**src/rtl/dmem_ls_arbiter_pkg.sv**
```systemverilog
`default_nettype none
// +----------------------------------------------------------------------------+
// | Module  : dmem_ls_arbiter_pkg                                              |
// | Brief   : funct3 codes, FSM encoding and request checks for the LS arbiter |
// | Revision: 1.0                                                              |
// +----------------------------------------------------------------------------+
package dmem_ls_arbiter_pkg;

   localparam logic [2:0] c_f3_lb  = 3'b000;
   localparam logic [2:0] c_f3_lh  = 3'b001;
   localparam logic [2:0] c_f3_lw  = 3'b010;
   localparam logic [2:0] c_f3_lbu = 3'b100;
   localparam logic [2:0] c_f3_lhu = 3'b101;
   localparam logic [2:0] c_f3_sb  = 3'b000;
   localparam logic [2:0] c_f3_sh  = 3'b001;
   localparam logic [2:0] c_f3_sw  = 3'b010;

   typedef enum logic [2:0] {
      S_IDLE   = 3'd0,
      S_READ   = 3'd1,
      S_WRITE  = 3'd2,
      S_RMW_RD = 3'd3,
      S_RMW_WR = 3'd4,
      S_RESP   = 3'd5
   } state_t;

   function automatic logic f3_illegal(input logic we, input logic [2:0] f3);
      if (we)
         return !(f3 == c_f3_sb || f3 == c_f3_sh || f3 == c_f3_sw);
      else
         return !(f3 == c_f3_lb || f3 == c_f3_lh || f3 == c_f3_lw ||
                  f3 == c_f3_lbu || f3 == c_f3_lhu);
   endfunction

   // funct3[1:0] encodes the access size for both loads and stores
   function automatic logic misaligned(input logic [2:0] f3, input logic [1:0] off);
      case (f3[1:0])
         2'b01:   return off[0];
         2'b10:   return off != 2'b00;
         default: return 1'b0;
      endcase
   endfunction

endpackage
`default_nettype wire

```
**src/rtl/dmem_subword_unit.sv**
```systemverilog
`default_nettype none
// +----------------------------------------------------------------------------+
// | Module  : dmem_subword_unit                                                |
// | Brief   : load lane extract/extend and store byte/half merge (32b words)   |
// | Revision: 1.0                                                              |
// +----------------------------------------------------------------------------+
module dmem_subword_unit #(
   parameter int REG_WIDTH = 32
) (
   input  logic [2:0]           funct3,
   input  logic [1:0]           byte_off,
   input  logic [REG_WIDTH-1:0] load_word,
   output logic [REG_WIDTH-1:0] load_data,
   input  logic [REG_WIDTH-1:0] merge_word,
   input  logic [REG_WIDTH-1:0] store_data,
   output logic [REG_WIDTH-1:0] merge_data
);
   import dmem_ls_arbiter_pkg::*;

   logic [4:0]           w_shamt;
   logic [15:0]          w_lane;
   logic [REG_WIDTH-1:0] w_mask;
   logic [REG_WIDTH-1:0] w_ins;

   assign w_shamt = {byte_off, 3'b000};
   assign w_lane  = 16'(load_word >> w_shamt);

   always_comb begin
      load_data = '0;
      case (funct3)
         c_f3_lb:  load_data = {{(REG_WIDTH-8){w_lane[7]}}, w_lane[7:0]};
         c_f3_lh:  load_data = {{(REG_WIDTH-16){w_lane[15]}}, w_lane};
         c_f3_lw:  load_data = load_word;
         c_f3_lbu: load_data = {{(REG_WIDTH-8){1'b0}}, w_lane[7:0]};
         c_f3_lhu: load_data = {{(REG_WIDTH-16){1'b0}}, w_lane};
         default:  load_data = '0;
      endcase
   end

   always_comb begin
      w_mask = '1;
      w_ins  = store_data;
      case (funct3)
         c_f3_sb: begin
            w_mask = {{(REG_WIDTH-8){1'b0}}, 8'hFF} << w_shamt;
            w_ins  = {{(REG_WIDTH-8){1'b0}}, store_data[7:0]} << w_shamt;
         end
         c_f3_sh: begin
            w_mask = {{(REG_WIDTH-16){1'b0}}, 16'hFFFF} << w_shamt;
            w_ins  = {{(REG_WIDTH-16){1'b0}}, store_data[15:0]} << w_shamt;
         end
         default: ;
      endcase
   end

   assign merge_data = (merge_word & ~w_mask) | (w_ins & w_mask);

endmodule
`default_nettype wire

```
**src/rtl/dmem_ls_arbiter.sv**
```systemverilog
`default_nettype none
// +----------------------------------------------------------------------------+
// | Module  : dmem_ls_arbiter                                                  |
// | Brief   : round-robin two-port RV32 load/store controller for word DMEM    |
// | Revision: 1.0                                                              |
// +----------------------------------------------------------------------------+
module dmem_ls_arbiter #(
   parameter int REG_WIDTH       = 32,
   parameter int DMEM_ADDR_WIDTH = 10,
   parameter int DMEM_DEPTH      = 1024
) (
   input  logic                       clk,
   input  logic                       reset_n,
   input  logic                       m0_req,
   input  logic                       m0_we,
   input  logic [2:0]                 m0_funct3,
   input  logic [DMEM_ADDR_WIDTH-1:0] m0_addr,
   input  logic [REG_WIDTH-1:0]       m0_wdata,
   output logic                       m0_done,
   output logic [REG_WIDTH-1:0]       m0_rdata,
   output logic                       m0_err,
   input  logic                       m1_req,
   input  logic                       m1_we,
   input  logic [2:0]                 m1_funct3,
   input  logic [DMEM_ADDR_WIDTH-1:0] m1_addr,
   input  logic [REG_WIDTH-1:0]       m1_wdata,
   output logic                       m1_done,
   output logic [REG_WIDTH-1:0]       m1_rdata,
   output logic                       m1_err,
   output logic                       dmem_wr_en,
   output logic [DMEM_ADDR_WIDTH-1:0] dmem_addr,
   output logic [REG_WIDTH-1:0]       dmem_wr_data,
   input  logic [REG_WIDTH-1:0]       dmem_rd_data
);
   import dmem_ls_arbiter_pkg::*;

   localparam logic [31:0] c_addr_max = 32'(DMEM_DEPTH - 4);

   state_t                     r_state;
   logic                       r_gnt;
   logic                       r_rr_last;
   logic                       r_we;
   logic                       r_err;
   logic [2:0]                 r_funct3;
   logic [DMEM_ADDR_WIDTH-1:0] r_addr;
   logic [REG_WIDTH-1:0]       r_wdata;
   logic [REG_WIDTH-1:0]       r_word;
   logic [REG_WIDTH-1:0]       r_rdata;

   logic                       w_sel;
   logic                       w_any;
   logic                       w_we;
   logic [2:0]                 w_f3;
   logic [DMEM_ADDR_WIDTH-1:0] w_addr;
   logic [REG_WIDTH-1:0]       w_wdata;
   logic                       w_err;
   logic [REG_WIDTH-1:0]       w_load_data;
   logic [REG_WIDTH-1:0]       w_merge_data;

   // On a tie the requester that was not served last wins
   assign w_sel   = m0_req ? (m1_req & ~r_rr_last) : m1_req;
   assign w_any   = m0_req | m1_req;
   assign w_we    = w_sel ? m1_we     : m0_we;
   assign w_f3    = w_sel ? m1_funct3 : m0_funct3;
   assign w_addr  = w_sel ? m1_addr   : m0_addr;
   assign w_wdata = w_sel ? m1_wdata  : m0_wdata;
   assign w_err   = f3_illegal(w_we, w_f3) | misaligned(w_f3, w_addr[1:0]) |
                    (32'(w_addr) > c_addr_max);

   dmem_subword_unit #(
      .REG_WIDTH (REG_WIDTH)
   ) u_subword (
      .funct3     (r_funct3),
      .byte_off   (r_addr[1:0]),
      .load_word  (dmem_rd_data),
      .load_data  (w_load_data),
      .merge_word (r_word),
      .store_data (r_wdata),
      .merge_data (w_merge_data)
   );

   always_ff @(posedge clk or negedge reset_n) begin
      if (!reset_n) begin
         r_state   <= S_IDLE;
         r_gnt     <= 1'b0;
         r_rr_last <= 1'b1;
         r_we      <= 1'b0;
         r_err     <= 1'b0;
         r_funct3  <= '0;
         r_addr    <= '0;
         r_wdata   <= '0;
         r_word    <= '0;
         r_rdata   <= '0;
      end else begin
         case (r_state)
            S_IDLE: if (w_any) begin
               r_gnt    <= w_sel;
               r_we     <= w_we;
               r_funct3 <= w_f3;
               r_addr   <= w_addr;
               r_wdata  <= w_wdata;
               r_err    <= w_err;
               r_rdata  <= '0;
               if (w_err)              r_state <= S_RESP;
               else if (!w_we)         r_state <= S_READ;
               else if (w_f3 == c_f3_sw) r_state <= S_WRITE;
               else                    r_state <= S_RMW_RD;
            end
            S_READ: begin
               r_rdata <= w_load_data;
               r_state <= S_RESP;
            end
            S_RMW_RD: begin
               r_word  <= dmem_rd_data;
               r_state <= S_RMW_WR;
            end
            S_WRITE, S_RMW_WR: r_state <= S_RESP;
            S_RESP: begin
               r_rr_last <= r_gnt;
               r_state   <= S_IDLE;
            end
            default: r_state <= S_IDLE;
         endcase
      end
   end

   // Outputs decode registered state only, so an async reset clears them at once
   assign m0_done      = (r_state == S_RESP) & ~r_gnt;
   assign m1_done      = (r_state == S_RESP) &  r_gnt;
   assign m0_rdata     = m0_done ? r_rdata : '0;
   assign m1_rdata     = m1_done ? r_rdata : '0;
   assign m0_err       = m0_done & r_err;
   assign m1_err       = m1_done & r_err;
   assign dmem_wr_en   = (r_state == S_WRITE) | (r_state == S_RMW_WR);
   assign dmem_addr    = {r_addr[DMEM_ADDR_WIDTH-1:2], 2'b00};
   assign dmem_wr_data = (r_state == S_WRITE)  ? r_wdata :
                         (r_state == S_RMW_WR) ? w_merge_data : '0;

   // r_we is kept for debug visibility of the latched request
   logic w_unused;
   assign w_unused = r_we;

endmodule
`default_nettype wire

```
**config.mk**
```make
export PLATFORM = sky130hd
export DESIGN_NAME = dmem_ls_arbiter
export DESIGN_NICKNAME = d
export VERILOG_FILES = /design/src/rtl/dmem_ls_arbiter_pkg.sv /design/src/rtl/dmem_subword_unit.sv /design/src/rtl/dmem_ls_arbiter.sv
export SDC_FILE = /design/constraint.sdc
export NUM_CORES = 1
export LEC_CHECK = 0
export BUFFER_PORTS_ARGS = -buffer_cell sky130_fd_sc_hd__buf_2
export CORE_ASPECT_RATIO = 0.7
export CORE_MARGIN = 2
export CORE_UTILIZATION = 53
export CTS_CLUSTER_DIAMETER = 40
export DETAILED_ROUTE_END_ITERATION = 8
export PLACE_DENSITY_LB_ADDON = 0.1
export SYNTH_ARGS = -nofsm -noshare
export SYNTH_HDL_FRONTEND = slang
export SYNTH_SLANG_ARGS = --single-unit
```
**constraint.sdc**
```tcl
create_clock -name clk -period 4.4 [get_ports clk]
set_input_delay 1.32 -clock clk [delete_from_list [all_inputs] [get_ports clk]]
set_output_delay 1.32 -clock clk [all_outputs]
set_load 0.05 [all_outputs]
```
==> reports/results.ini <==
[clocking]
postCtsSetupBuffers = 0
cts.htree.levels = 4
clock-sinks = 115
clk_latency_ns = 0.42
post_cts_resized = 0
ctsHoldBuffers = 0
cts_tree = done
numCtsBuffers = 17
clk_pin_slew_worst_paths_ns = 0.06
clockBufferDepth = 2
cts_root_buf = clkbuf_16

[yosys]
synth_area_leaders = dfrtp_1 40%, mux2i_1 7.1%, mux2_2 6.1%, and2_1 5.9%, o21ai_0 4.1%
synth_seq_area_share_pct = 40.3
synth_flop_cell = dfrtp_1
yosys-top-cells-count = 114 x dfrtp_1, 67 x and2_1, 58 x o21ai_0, 51 x mux2i_1, 49 x nand2_1
syn_area_sq_um = 7140
synth_most_common_cell = dfrtp_1
yosysWarnings = 0
avgSynthCellArea_sq_um = 10.0
synthArstFlopShare_pct = 100
netlist_instances = 714
synth_edf_count = 0
synth_top_area_share_pct = 39.9
synth_seq_cells = 115
synthDistinctLibCells = 57
synth_top_cell_by_area = dfrtp_1

[status]
status = finished clean

[sta]
max_slew_margin_pct = 22.4
worstMarginPinSlew_ns = 1.16
clock.fmax_mhz = 234
clock_skew_ns = 0.00932
finalHoldViolCount = 0
setup_tns_ns = 0
slew_violations = 0
min_period_ns = 4.28
rsz0062_at_grt = no
period_share_pct = 97.3
finalSetupViolCount = 0

[pwr]
power_mw = 7.10
max-vdd-ir-drop_mv = 0.561
leakagePower_nw = 4.49
power_density_nw_per_um2 = 789

[grt]
grt_pass1_vias = 6042
grt-ovfl-total = 0
antenna_found_initial = 0
grt_max_degree = 95
grt_pass1_wl_mm = 33.1
track_usage_pct = 30.1

[drt]
drc = 0
drt-pass1-iter-count = 5
drt_iter0_markers = 491
routedWlPerCell_microns = 19.6
ant_nets = 0
vias_per_cell = 5.86
dr_total_vias = 6521
wl_mm = 21.8

[floorplanning]
core_sq_um = 13200
dieWidth_microns = 143
initial_core_util_pct = 54.2
dieArea_sq_um = 14400
ios = 239
rows = 35
dieHeight_microns = 101

[final_layout]
drive_above_1_share_pct = 38.4
area_growth_pct = 25.9
fin_nets = 1046
diodes = 0

[place]
place_congestion = 0.908
numPortBuffers = 236
dp_hpwl_mm = 16.2

[flow_run]
cap_violations = 0

[setup_path]
end_kind = output port
start_kind = register
crit_type = register to output port
critPathArrivalTime_ns = 2.96
crit_path_max_fanout = 20
critPathRequiredTime_ns = 3.08

[min_path]
min_path_type = register to register

[state kept, by name, indices dropped and copies added (netlist names)]
| signal | count |
|---|---|
| r_wdata | 32 |
| r_state | 3 |
| r_addr | 10 |
| r_err | 1 |
| r_rr_last | 1 |
| r_rdata | 32 |
| r_gnt | 1 |
| r_funct3 | 3 |
| r_word | 32 |
[cells in the final DEF, fill, tap and decap left out, types with 6 or more instances in the layout]
cell,n
a21oi_1,13
nor3_1,18
and2_1,67
buf_4,14
buf_2,235
a221o_1,8
o2bb2ai_1,6
a211oi_1,32
a22oi_1,24
o211ai_1,7
nand2_1,49
mux2_2,39
a221o_2,16
a22o_1,24
nor2b_1,22
nor2_1,21
dfrtp_1,114
o22a_1,16
o21ai_0,58
bufinv_16,6
mux2i_1,51
clkbuf_16,17
[per-layer routing]
metal  global-route usage [%]  routed length [microns]
met5                        0                        0
met4                     5.41                      185
met3                     7.80                     1890
met2                     45.9                     9860
met1                     44.2                     9860
[path summary, 6_finish.rpt]
check / start / to / slack [ns] / depth (start not counted)
hold reg to reg: r_addr[6] / r_addr[6] / 0.48 / 2
setup / recovery: r_state[2] / dmem_wr_data[22] / 0.12 / 6
min in group asynchronous: reset_n / r_word[21] / 0.89 / 1
hold / removal: r_addr[6] / r_addr[6] / 0.48 / 2
max in group asynchronous: reset_n / r_rr_last / 2.70 / 2
setup reg to reg: r_addr[0] / r_rdata[24] / 1.84 / 5
[where the power goes]
part / leakage, nW / internal [mW] / switching, mW
logic: 2.73 / 1.17 / 2.30
clock network: 0.332 / 1.09 / 0.541
registers: 1.43 / 1.53 / 0.466
[cell families after synthesis]
kind of cell | Yosys count | synth area share (%)
compound gates | 221 | 22.8
simple gates | 209 | 16.7
flops | 115 | 40.3
mux | 92 | 13.9
buf+inv | 73 | 5.73
fa+ha+maj | 3 | 0.525
other cells | 1 | 0.0525
[layout make-up]
cell class	instances	area (sq um)
clock buffers	18	439
multi-input cells	527	3880
clock inverters	14	249
fillers	1016	4190
flip-flops and latches	115	2880
well taps	185	231
inverters	4	15.0
repair buffers	250	1300
[through the flow]
stage	utilization [%]	setup slack, ns	instances	instance area [sq um]	hold WS [ns]
CTS	68.2	0.0737	1112	8990	0.486
finish	68.2	0.121	1113	8990	0.477
floorplan	-	0.999	715	7150	0.450
global route	68.2	0.0152	1113	8990	0.515
global placement	63.0	0.573	1080	8300	0.461
detailed placement	63.0	0.501	1080	8300	0.471
[worst max-delay path, cell delays in order (launching register included)]
cell and delay, ns:
dfrtp_1 0.54, or3b_4 0.55, or2_1 0.51, a211oi_4 0.29
buf_4 0.20, a221o_1 0.17, buf_2 0.26
(Power assumes the default switching activity.)
